### src/rtl/moore_seq_det_pkg.sv
// Shared constants and depth type for the serial Moore sequence detector.
package moore_seq_det_pkg;
  localparam int DEF_MAX_LEN = 8;
  localparam int DEF_CNT_W   = 16;

  function automatic int depth_w(input int max_len);
    return $clog2(max_len + 1);
  endfunction

  localparam int DEF_DEPTH_W = depth_w(DEF_MAX_LEN);
  typedef logic [DEF_DEPTH_W-1:0] depth_t;
endpackage

### src/rtl/moore_seq_det_cmp.sv
// Next match depth: compares every pattern prefix against the newest history bits in
// parallel, then picks the longest hit no deeper than one past the current depth.
module moore_seq_det_cmp
  import moore_seq_det_pkg::*;
#(
  parameter int MAX_LEN = DEF_MAX_LEN,
  parameter int DW      = depth_w(DEF_MAX_LEN)
) (
  input  logic [MAX_LEN-1:0] i_hist,
  input  logic [MAX_LEN-1:0] i_pat,
  input  logic [DW-1:0]      i_len,
  input  logic [DW-1:0]      i_lim,
  output logic [DW-1:0]      o_k
);
  localparam logic [DW-1:0] LEN_MAX = DW'(MAX_LEN);

  logic [DW-1:0]      w_sh;
  logic [MAX_LEN-1:0] w_al;
  logic [DW:0]        w_lim1;
  logic [DW:0]        w_len_x;
  logic [MAX_LEN:1]   w_hit;

  // Left-align so the first-received pattern bit sits at the MSB for every length.
  assign w_sh    = LEN_MAX - i_len;
  assign w_al    = i_pat << w_sh;
  assign w_lim1  = {1'b0, i_lim} + (DW+1)'(1);
  assign w_len_x = {1'b0, i_len};

  for (genvar j = 1; j <= MAX_LEN; j++) begin : g_pfx
    localparam logic [DW:0] LEN_J = (DW+1)'(j);
    assign w_hit[j] = (i_hist[j-1:0] == w_al[MAX_LEN-1 -: j]) &&
                      (LEN_J <= w_len_x) && (LEN_J <= w_lim1);
  end

  always_comb begin
    o_k = '0;
    for (int j = 1; j <= MAX_LEN; j++) begin
      if (w_hit[j]) o_k = DW'(j);
    end
  end
endmodule

### src/rtl/moore_seq_det.sv
// Programmable serial pattern detector with registered Moore match output and load checking.
// Optional saturating match counter on o_count when MOORE_SEQ_DET_CNT_EN is defined.
module moore_seq_det
  import moore_seq_det_pkg::*;
#(
  parameter int                 MAX_LEN   = DEF_MAX_LEN,
  parameter logic [MAX_LEN-1:0] RESET_PAT = 8'b1011_0110,
  parameter int                 CNT_W     = DEF_CNT_W
) (
  input  logic                         clk,
  input  logic                         reset,
  input  logic                         i_d,
  input  logic                         i_valid,
  input  logic                         i_overlap,
  input  logic                         cfg_load,
  input  logic [MAX_LEN-1:0]           cfg_pattern,
  input  logic [$clog2(MAX_LEN+1)-1:0] cfg_len,
  output logic                         o_d,
  output logic                         o_cfg_err
`ifdef MOORE_SEQ_DET_CNT_EN
  ,
  output logic [CNT_W-1:0]             o_count
`endif
);
  localparam int            DW      = depth_w(MAX_LEN);
  localparam logic [DW-1:0] LEN_MAX = DW'(MAX_LEN);
  localparam logic [DW-1:0] LEN_MIN = DW'(2);

  logic [MAX_LEN-1:0] r_pat;
  logic [DW-1:0]      r_len;
  logic [DW-1:0]      r_k;
  logic [MAX_LEN-2:0] r_hist;
  logic               r_od;
  logic               r_err;

  logic [MAX_LEN-1:0] w_hist_new;
  logic [DW-1:0]      w_lim;
  logic [DW-1:0]      w_next_k;
  logic               w_len_ok;

  assign w_hist_new = {r_hist, i_d};
  assign w_len_ok   = (cfg_len >= LEN_MIN) && (cfg_len <= LEN_MAX);
  // Non-overlap exit from MATCH: a depth limit of zero lets only the new bit count.
  assign w_lim      = ((r_k == r_len) && !i_overlap) ? '0 : r_k;

  moore_seq_det_cmp #(
    .MAX_LEN (MAX_LEN),
    .DW      (DW)
  ) u_cmp (
    .i_hist (w_hist_new),
    .i_pat  (r_pat),
    .i_len  (r_len),
    .i_lim  (w_lim),
    .o_k    (w_next_k)
  );

  always_ff @(posedge clk) begin
    if (reset) begin
      r_pat  <= RESET_PAT;
      r_len  <= LEN_MAX;
      r_k    <= '0;
      r_hist <= '0;
      r_od   <= 1'b0;
      r_err  <= 1'b0;
    end else begin
      r_err <= cfg_load && !w_len_ok;
      if (cfg_load) begin
        if (w_len_ok) begin
          r_pat  <= cfg_pattern;
          r_len  <= cfg_len;
          r_k    <= '0;
          r_hist <= '0;
          r_od   <= 1'b0;
        end
      end else if (i_valid) begin
        r_k    <= w_next_k;
        r_hist <= w_hist_new[MAX_LEN-2:0];
        r_od   <= (w_next_k == r_len);
      end
    end
  end

  assign o_d       = r_od;
  assign o_cfg_err = r_err;

`ifdef MOORE_SEQ_DET_CNT_EN
  logic [CNT_W-1:0] r_cnt;

  always_ff @(posedge clk) begin
    if (reset) begin
      r_cnt <= '0;
    end else if (cfg_load) begin
      if (w_len_ok) r_cnt <= '0;
    end else if (i_valid && (w_next_k == r_len) && (r_cnt != '1)) begin
      r_cnt <= r_cnt + 1'b1;
    end
  end

  assign o_count = r_cnt;
`endif
endmodule
### config.mk
export PLATFORM = sky130hd
export DESIGN_NAME = moore_seq_det
export DESIGN_NICKNAME = d
export VERILOG_FILES = /design/src/rtl/moore_seq_det_pkg.sv /design/src/rtl/moore_seq_det_cmp.sv /design/src/rtl/moore_seq_det.sv
export SDC_FILE = /design/constraint.sdc
export NUM_CORES = 1
export LEC_CHECK = 0
export ABC_AREA = 1
export BUFFER_PORTS_ARGS = -buffer_cell sky130_fd_sc_hd__buf_2
export CAP_MARGIN = 10
export CORE_MARGIN = 4
export CORE_UTILIZATION = 54
export CTS_CLUSTER_SIZE = 40
export DETAILED_ROUTE_END_ITERATION = 10
export GPL_TIMING_DRIVEN = 0
export PLACE_DENSITY = 0.8
export SLEW_MARGIN = 5
export SYNTH_ARGS = -nofsm -noshare
export SYNTH_HDL_FRONTEND = slang
export SYNTH_SLANG_ARGS = --single-unit
### constraint.sdc
create_clock -name clk -period 4.44 [get_ports clk]
set_clock_uncertainty 0.15 [all_clocks]
set_input_delay 0.222 -clock clk [delete_from_list [all_inputs] [get_ports clk]]
set_output_delay 0.222 -clock clk [all_outputs]
set_load 0.01 [all_outputs]
Word-level counts from Yosys, hierarchy flattened
Cells that the tools add are included.

Register bits: 25. Input port bits: 18. Output and inout port bits: 2. Word-level logic and storage cells: 80.

Add/sub/neg operators: 2. Order comparisons: 18. Equality and inequality tests: 11. Shift-type cells: 1. Muxes and demuxes: 18. Reduce and logical (&&, ||, !) cells: 24.

Operators by type and width (number): 2-to-1 mux 7 bit (3); <= comparator 3 x 5 -> 1 bit, first input constant (4); 2-to-1 mux 4 bit (5); logical AND 1 bit (19); <= comparator 3 x 4 -> 1 bit, first input constant (4); == test 4 bit (3); 2-to-1 mux 3 bit (4); <= comparator 2 x 5 -> 1 bit, first input constant (2); == test 8 bit (1); <= comparator 2 x 4 -> 1 bit, first input constant (2); left shift 8 x 4 -> 8 bit (1); == test 7 bit (1); == test 6 bit (1); adder 4 x 1 -> 5 bit, second input constant (1); == test 5 bit (1); <= comparator 1 x 5 -> 1 bit, first input constant (1); <= comparator 4 x 5 -> 1 bit, first input constant (1); >= comparator 4 x 2 -> 1 bit, second input constant (1); <= comparator 1 x 4 -> 1 bit, first input constant (1); <= comparator 4 bit, first input constant (1); <= comparator 4 bit, second input constant (1); 2-to-1 mux 1 bit (4); 2-to-1 mux 2 bit (2); AND reduction 2 bit (2); other kinds (7) (8).

Logic depth before layout (Yosys ltp)
Gate-level depths: netlist (run 1).

Word-level depth: 17. Depth in mapped cells: 25. Depth with buffers taken out: 24.

Hierarchy
A second synthesis (run 1) with hierarchy kept.

Cells, all modules: 432. Area total of the unflattened synthesis: 2571.2 um^2.

By module, submodules not included: moore_seq_det_cmp (instances 1, cells an instance 278, area an instance 1476.4 um^2, seq. area each 0.0 um^2); moore_seq_det (instances 1, cells an instance 154, area an instance 1094.8 um^2, seq. area each 500.5 um^2).

Worst setup path before layout (run 1)
OpenSTA, ideal clock, no wires.

Path kind: register -> register. Start: register r_len[0]. End: register r_od, in the netlist o_d. Setup time: 0.070 ns. Data arrival time: 2.495 ns. Required time: 4.220 ns. Setup slack: 1.724 ns. Cell stages (with the launch flop): 21. Clock period less this slack: 2.716 ns. Cell sequence: dfxtp_1 > inv_2 > buf_6 > ha_1 > buf_2 > inv_2 > nand3_1 > nand3_2 > nand2_2 > nand2_2 > buf_6 > xnor2_1 > nor2_2 > nand2_1 > nor2_2 > nand3_4 > a21oi_2 > nand3_1 > nor2_1 > nand3_1 > a21oi_1.

Cells in the longest elaborated chain, start to end: 17. Elaborated cells between the ends (all ways): 57. Those cells by class: add/sub (2); order compare (16); eq/ne (10); shift (1); mux (11); reduce/logical (17).

Ends and longest elaborated chain: start: declaration (RTL line moore_seq_det.sv:30) `logic [DW-1:0] r_len;`; start signal: assignment (RTL line moore_seq_det.sv:70) `r_len <= cfg_len;`; == test 4 bit (RTL line moore_seq_det.sv:44) `assign w_lim = ((r_k == r_len) && !i_overlap) ? '0 : r_k;`; logical AND 1 bit (RTL line moore_seq_det.sv:44); 2-to-1 mux 4 bit (RTL line moore_seq_det.sv:44); adder 4 x 1 -> 5 bit (RTL line moore_seq_det_cmp.sv:26) `assign w_lim1 = {1'b0, i_lim} + (DW+1)'(1);`; <= comparator 1 x 5 -> 1 bit (RTL line moore_seq_det_cmp.sv:32) `(LEN_J <= w_len_x) && (LEN_J <= w_lim1);`; logical AND 1 bit (RTL line moore_seq_det_cmp.sv:32); 2-to-1 mux 1 bit (RTL line moore_seq_det_cmp.sv:38) `if (w_hit[j]) o_k = DW'(j);`; 2-to-1 mux 2 bit (2 in series) (RTL line moore_seq_det_cmp.sv:38); 2-to-1 mux 3 bit (4 in series) (RTL line moore_seq_det_cmp.sv:38); 2-to-1 mux 4 bit (RTL line moore_seq_det_cmp.sv:38); == test 4 bit (*) (RTL line moore_seq_det.sv:78) `r_od <= (w_next_k == r_len);`; 2-to-1 mux 1 bit (*) (RTL line moore_seq_det.sv:75) `end else if (i_valid) begin`; 2-to-1 mux 1 bit (*) (RTL line moore_seq_det.sv:67) `if (cfg_load) begin`; end signal: assignment (RTL line moore_seq_det.sv:78); end: declaration (RTL line moore_seq_det.sv:33) `logic r_od;`.

Mark *: on every way between the ends. The rest lies on a longest branch, timed or not. The select of a mux whose other input is x is not followed. A chain may end at the register's enable or synchronous reset.

Worst setup path in the final report (run 1)
Ends and elaborated chain as after synthesis.

==> impl_metrics.py, run 1 <==
metrics = {
    "timing": {
        "max_freq_ghz": 0.313,
        "rsz0062_at_grt": "false",
        "timing.final.crit_share_pct": 71.9,
        "setup_viol": 0,
        "holdWs_ps": 19.1,
        "slew_headroom_pct": 66.0,
        "finalWorstSetupSlack_ps": 1250,
        "setup_tns_ps": 0,
        "slew_viol_final": 0,
        "min_period_ps": 3190,
        "tightest_slew_ps": 510,
        "hold_violations": 0,
    },
    "critical_path": {
        "crit_chain": "inv_2 -> buf_6 -> ha_1 -> buf_2 -> inv_2 -> nand3_1 -> nand3_2 -> nand2_2 -> nand2_2 -> buf_6 -> o21ai_0 -> a21oi_1 -> nand3_1 -> nand2_1 -> inv_2 -> nand2_1 -> nand2_1 -> nand2_1 -> nand2_1 -> nor2_1 -> nand3_1 -> a21oi_1",
        "worst-setup-path-type": "flip-flop to flip-flop",
        "crit_arrival_ps": 3240,
        "start_kind": "flip-flop",
        "crit_start": "r_len[0]",
        "path_buf_inv": 6,
        "cp-end-kind": "flip-flop",
        "critical_path_required_ps": 4490,
        "critPathTopFamily": "simple AND/OR/NAND/NOR gates",
        "critPathMaxStageDelay_ps": 390,
        "rr_startpoint": "r_len[0]",
        "slowest_stage": "dfxtp_1",
        "crit_path_frequent_cell": "nand2_1",
        "cp_max_fo": 11,
    },
    "global_routing": {
        "grt_pass1_wl_microns": 11200,
        "grt_max_degree": 14,
        "grt-ovfl-total": 0,
        "grt_pass1_vias": 2623,
        "antenna_found_initial": 0,
        "track_usage_pct": 22.0,
    },
    "cts": {
        "cts_setup_buffers": 0,
        "clk_pin_slew_ps": 80,
        "htree_levels": 1,
        "numCtsBuffers": 3,
        "clk_path_buf_depth": 2,
        "clockRootBuffer": "clkbuf_8",
        "cts.sinks": 25,
        "cts_hold_buf": 0,
        "clkLatencyLatePin_ps": 260,
        "cts-resized-gates": 0,
        "cts_tree": "yes",
    },
    "place": {
        "portBuffers": 19,
        "place_ws_ps": 1300,
        "place.gp.congestion": 0.911,
        "dpl.hpwl_microns": 5280,
    },
    "die": {
        "die_area_sq_um": 6040,
        "core_sq_um": 4720,
        "initial_core_util_pct": 55.5,
        "die_width_microns": 77.7,
        "num_rows": 25,
        "die_h_microns": 77.7,
        "ioPinCount": 20,
    },
    "synth": {
        "synth_fp_nets": 483,
        "yosysUniqueCellTypes": 34,
        "ys_ff_latch": 25,
        "yosys-top-cells-count": "173 x nand2_1, 65 x nand3_1, 37 x inv_1",
        "synth.top_cell.area_share_pct": 24.7,
        "synth_area_leaders": "nand2_1 25%, dfxtp_1 19%, nand3_1 12%",
        "synth_edf_count": 0,
        "synth.avg_cell_area_sq_um": 5.73,
        "yosys_warnings": 0,
        "syn_inst": 458,
        "synth_flop_cell": "dfxtp_1",
        "syn_area_sq_um": 2620,
        "yosysMostFrequentCell": "nand2_1",
        "yosysTopAreaCell": "nand2_1",
        "yosysSeqAreaShare_pct": 19.1,
        "async_reset_ff_share_pct": 0,
    },
    "drt": {
        "detail-route-antenna-nets": 0,
        "wl_microns": 6510,
        "vias": 2907,
        "avgRoutedWirePerCell_microns": 11.9,
        "drc": 0,
        "drt_iter0_drc": 177,
        "routed_via_density": 5.30,
        "firstDrtPassIters": 5,
    },
    "power_and_ir_drop": {
        "finalPower_uw": 768,
        "total_leakage_power_uw": 0.00145,
        "max-vdd-ir-drop_mv": 0.242,
        "p_per_area_nw_per_um2": 270,
    },
    "hold_path": {
        "hp-start": "cfg_pattern[5]",
        "min_path_type": "primary input to flip-flop",
    },
    "run": {
        "maxCapViolations": 0,
    },
    "cells_and_area": {
        "fin_nets": 507,
        "fin_util_pct": 60.3,
        "drive_above_1_share_pct": 15.6,
        "num_antenna_cells": 0,
        "area_growth_pct": 8.54,
    },
    "outcome": {
        "outcome": "completed",
    },
}
## cell usage in the layout, fill, tap and decap left out, types with 2 or more instances in the layout
cell type and count:
xnor2_1 2, nand2_2 9, a21oi_1 18, buf_2 22, ha_1 7, nor2_2 8, nand2_1 173, nand4_1 6
inv_1 37, xor2_1 6, nand2_4 2, inv_2 7, nand3_1 65, nor2_1 34, o31ai_1 2, nand3_2 6
o21ai_0 16, buf_4 2, clkbuf_1 9, clkbuf_8 3, buf_6 6, nand3_4 2, nor2_4 2, dfxtp_1 25
nor3_1 2
## path summary, 6_finish.rpt
kind / to / slack (ps) / cells after the start
worst max-delay path: o_d / 1250 / 22
worst min register to register: r_pat[7] / 310 / 2
worst max register to register: o_d / 1250 / 22
worst min-delay path: r_pat[5] / 20 / 3
## registers in the layout, summed over array words and instances, names as in the netlist
signal and cells:
o_cfg_err 1, r_k 4, r_pat 8, r_hist 7
r_len 4, o_d 1
## metrics by stage
stage	instances	cell area, sq um
after floorplan	458	2620
after global placement	544	2800
after detailed placement	544	2800
after CTS	548	2850
after global routing	548	2850
final	548	2850
## where the power goes
| part | internal, uW | switching [uW] |
|---|---|---|
| Sequential | 235 | 9.45 |
| Combinational | 137 | 259 |
| Clock | 64.0 | 64.2 |
| Total | 436 | 333 |
## worst register-to-register path: stages, from the launching register on
cell and delay (ps):
dfxtp_1 390, inv_2 100, buf_6 160, ha_1 290, buf_2 180, inv_2 140
nand3_1 140, nand3_2 100, nand2_2 100, nand2_2 110, buf_6 140, o21ai_0 120
a21oi_1 160, nand3_1 110, nand2_1 140, inv_2 50, nand2_1 100, nand2_1 60
nand2_1 50, nand2_1 50, nor2_1 100, nand3_1 100, a21oi_1 120
## routing by layer
layer  part of all wire (%)  up-vias  track usage (%)
li1                       -     1504                -
met1                     48     1289             30.6
met2                     45      101             37.2
met3                    5.8       13             1.28
met4                    1.3        0             4.80
met5                      0        -                0
## kinds of logic (layout without fill, tap and decap cells)
group / Yosys count / in the layout / share of synthesized area, %
AOI/OAI and AO/OA: 40 / 40 / 8.39
xor gates and xnor gates: 8 / 8 / 2.67
adders and majority gates: 7 / 7 / 3.34
buffers and inverters: 65 / 88 / 11.5
DFF: 25 / 25 / 19.1
and+or+nand+nor: 313 / 313 / 55.0
## layout make-up
class,instances,area (sq um)
tap,67,83.8
fill,460,1880
clock buffer,4,45.0
buffer,19,128
inverter,46,175
timing repair buffer,19,95.1
sequential,25,500
multi-input combinational,368,1820
Note: power is estimated with default switching activity, not from simulation.
==> inputs of run 2 (changes only) <==
==> constraint.sdc (replaced) <==
create_clock -name clk -period 3.1 [get_ports clk]
set_clock_uncertainty 0.15 [all_clocks]
set_input_delay 0.155 -clock clk [delete_from_list [all_inputs] [get_ports clk]]
set_output_delay 0.155 -clock clk [all_outputs]
set_load 0.01 [all_outputs]
==> run 2 against run 1 <==
Effect of this change:
- clock power is 43% higher
- power grew 54%
- design area grew 9.9%
- combinational power up 65%
- worst setup slack got worse by 1100 ps
- non-clock buffer count increased by 19
- flip-flop and latch count did not move
- global-route usage grew 0.78 points
- critical endpoint unchanged
- largest cell class unchanged
==> impl_metrics.py, run 2 (synthesized netlist as in run 1, its figures left out) <==
metrics = {
    "critical_path": {
        "critPathTopFamily": "simple AND/OR/NAND/NOR gates",
        "start_kind": "flip-flop",
        "slowest_stage": "dfxtp_2",
        "critical_path.endpoint": "o_d",
        "reg2regPathDepth": 22,
        "path_buf_inv": 6,
        "crit_arrival_ps": 2890,
        "rr_endpoint": "o_d",
        "worst-setup-path-type": "flip-flop to flip-flop",
        "critical_path_required_ps": 3090,
        "critPathMaxStageDelay_ps": 350,
        "r2r_slack_ps": 190,
        "cp_max_fo": 11,
        "cp_num_cells": 22,
        "cp-end-kind": "flip-flop",
        "rr_startpoint": "r_len[0]",
        "crit_chain": "inv_2 -> buf_6 -> ha_4 -> buf_6 -> inv_6 -> nand3_1 -> nand3_2 -> nand2_2 -> nand2_4 -> buf_6 -> xnor2_1 -> nor2_2 -> nand2_1 -> nor2_4 -> buf_4 -> nand3_2 -> nand2_1 -> nand2_1 -> nand2_1 -> nor2_1 -> nand3_1 -> a21oi_1",
        "crit_path_frequent_cell": "nand2_1",
        "crit_start": "r_len[0]",
    },
    "cts": {
        "clk_path_buf_depth": 2,
        "clkLatencyLatePin_ps": 260,
        "clockRootBuffer": "clkbuf_8",
        "clk_pin_slew_ps": 80,
        "htree_levels": 1,
        "cts_tree": "yes",
        "numCtsBuffers": 3,
        "cts.sinks": 25,
    },
    "power_and_ir_drop": {
        "finalPower_uw": 1190,
        "total_leakage_power_uw": 0.00155,
        "max-vdd-ir-drop_mv": 0.367,
        "p_per_area_nw_per_um2": 379,
    },
    "timing": {
        "timing.final.crit_share_pct": 93.8,
        "tightest_slew_ps": 527,
        "min_period_ps": 2910,
        "setup_tns_ps": 0,
        "slew_viol_final": 0,
        "hold_violations": 0,
        "setup_viol": 0,
        "slew_headroom_pct": 64.8,
        "max_freq_ghz": 0.344,
    },
    "hold_path": {
        "holdPathStages": 3,
        "min_path_type": "primary input to flip-flop",
    },
    "cells_and_area": {
        "drive_above_1_share_pct": 20.8,
        "largest-register": "r_pat",
        "most-common-layout-cells": "171 x nand2_1, 60 x nand3_1, 35 x inv_1",
        "reg.largest.list": "r_pat (8), r_hist (7)",
        "layoutNonFillerInstCount": 568,
        "largest_register_ff_count": 8,
        "num_antenna_cells": 0,
        "mostFrequentLayoutCell": "nand2_1",
        "area_growth_pct": 19.3,
        "fin_nets": 527,
    },
    "global_routing": {
        "antenna_found_initial": 0,
        "grt_max_degree": 14,
        "track_usage_pct": 22.8,
        "grt_pass1_vias": 2699,
        "grt_pass1_wl_microns": 11600,
        "grt-ovfl-total": 0,
    },
    "die": {
        "num_rows": 25,
        "die_area_sq_um": 6040,
        "ioPinCount": 20,
        "core_sq_um": 4720,
        "initial_core_util_pct": 55.5,
        "die_width_microns": 77.7,
        "die_h_microns": 77.7,
    },
    "drt": {
        "routed.top_layer": "met4",
        "vias": 3047,
        "avgRoutedWirePerCell_microns": 12.6,
        "drc": 0,
        "drt_iter0_drc": 256,
        "dr_wl_met3_microns": 446,
        "drt-met1-wl_microns": 3270,
        "detail-route-antenna-nets": 0,
        "wl_microns": 7150,
        "routed_via_density": 5.36,
        "wl_met2_microns": 3340,
        "firstDrtPassIters": 5,
    },
    "place": {
        "portBuffers": 19,
        "dpl.hpwl_microns": 5280,
        "place.gp.congestion": 0.911,
        "dp.cells": 544,
    },
    "run": {
        "maxCapViolations": 0,
    },
    "outcome": {
        "outcome": "completed",
    },
}
run 2: cell count changes in the layout (fill, tap and decap cells not counted), moves of 3 or more:
cell           previous run  this run
nor2_4                    2         5
nand3_1                  65        60
dlygate4sd3_1             0        10
buf_4                     2         9
dfxtp_1                  25        20
dfxtp_2                   0         4
nand3_2                   6        12
run 2: final cells by class:
| type | instances | area (sq um) |
|---|---|---|
| Multi-Input combinational cell | 369 | 1920 |
| Fill cell | 414 | 1590 |
| Timing Repair Buffer | 38 | 258 |
| Inverter | 46 | 180 |
| Tap cell | 67 | 83.8 |
| Sequential cell | 25 | 509 |
| Buffer | 19 | 134 |
| Clock buffer | 4 | 45.0 |
run 2: stage by stage:
| stage | area, sq um | util (%) | hold slack [ps] | worst slack [ps] |
|---|---|---|---|---|
| 3_5_place_dp | 2800 | 59.3 | 221 | -41.6 |
| 5_1_grt | 3130 | 66.3 | 1.42 | -13.3 |
| 4_1_cts | 2950 | 62.5 | 10.5 | 34.7 |
| 3_3_place_gp | 2800 | 59.3 | 216 | 7.08 |
| 6_report | 3130 | 66.3 | 19.1 | 193 |
| 2_1_floorplan | 2620 | - | 74.1 | 384 |
run 2: repair_timing:
item	CTS	global route
setup buffers	0	7
hold buffers	10	0
resized for setup	2	31
hold endpoints to repair	12	0
gates cloned	0	3
endpoints found under the setup margin	1	4
pin swaps	0	8
run 2: layer usage:
layer / vias to the layer above / track usage (%)
met5: - / 0
met4: 0 / 4.80
met3: 15 / 1.28
met2: 116 / 39.0
met1: 1368 / 31.4
li1: 1548 / -
run 2: worst register-to-register path, delay by kind of cell (launching register included):
family	cells	cell delay (ps)
AO/OA/AOI/OAI	1	60
XOR/XNOR	1	130
adder cells (fa/ha/maj)	1	270
buffers and inverters	6	650
flip-flops	1	350
AND/OR/NAND/NOR	13	1150
run 2: report_power, final:
group,leakage [uW],switching (uW),internal [uW]
Clock,0.0000228,91.1,91.6
Sequential,0.000207,13.6,336
Combinational,0.00132,411,243
run 2: worst min path at each step:
stage                   start   endpoint  slack, ps
6_report           cfg_len[3]   r_len[3]         20
5_1_grt            cfg_len[3]   r_len[3]          1
4_1_cts            cfg_len[3]   r_len[3]         10
3_3_place_gp   cfg_pattern[4]   r_pat[4]        220
3_5_place_dp   cfg_pattern[5]   r_pat[5]        220
2_1_floorplan           reset  r_hist[0]         70
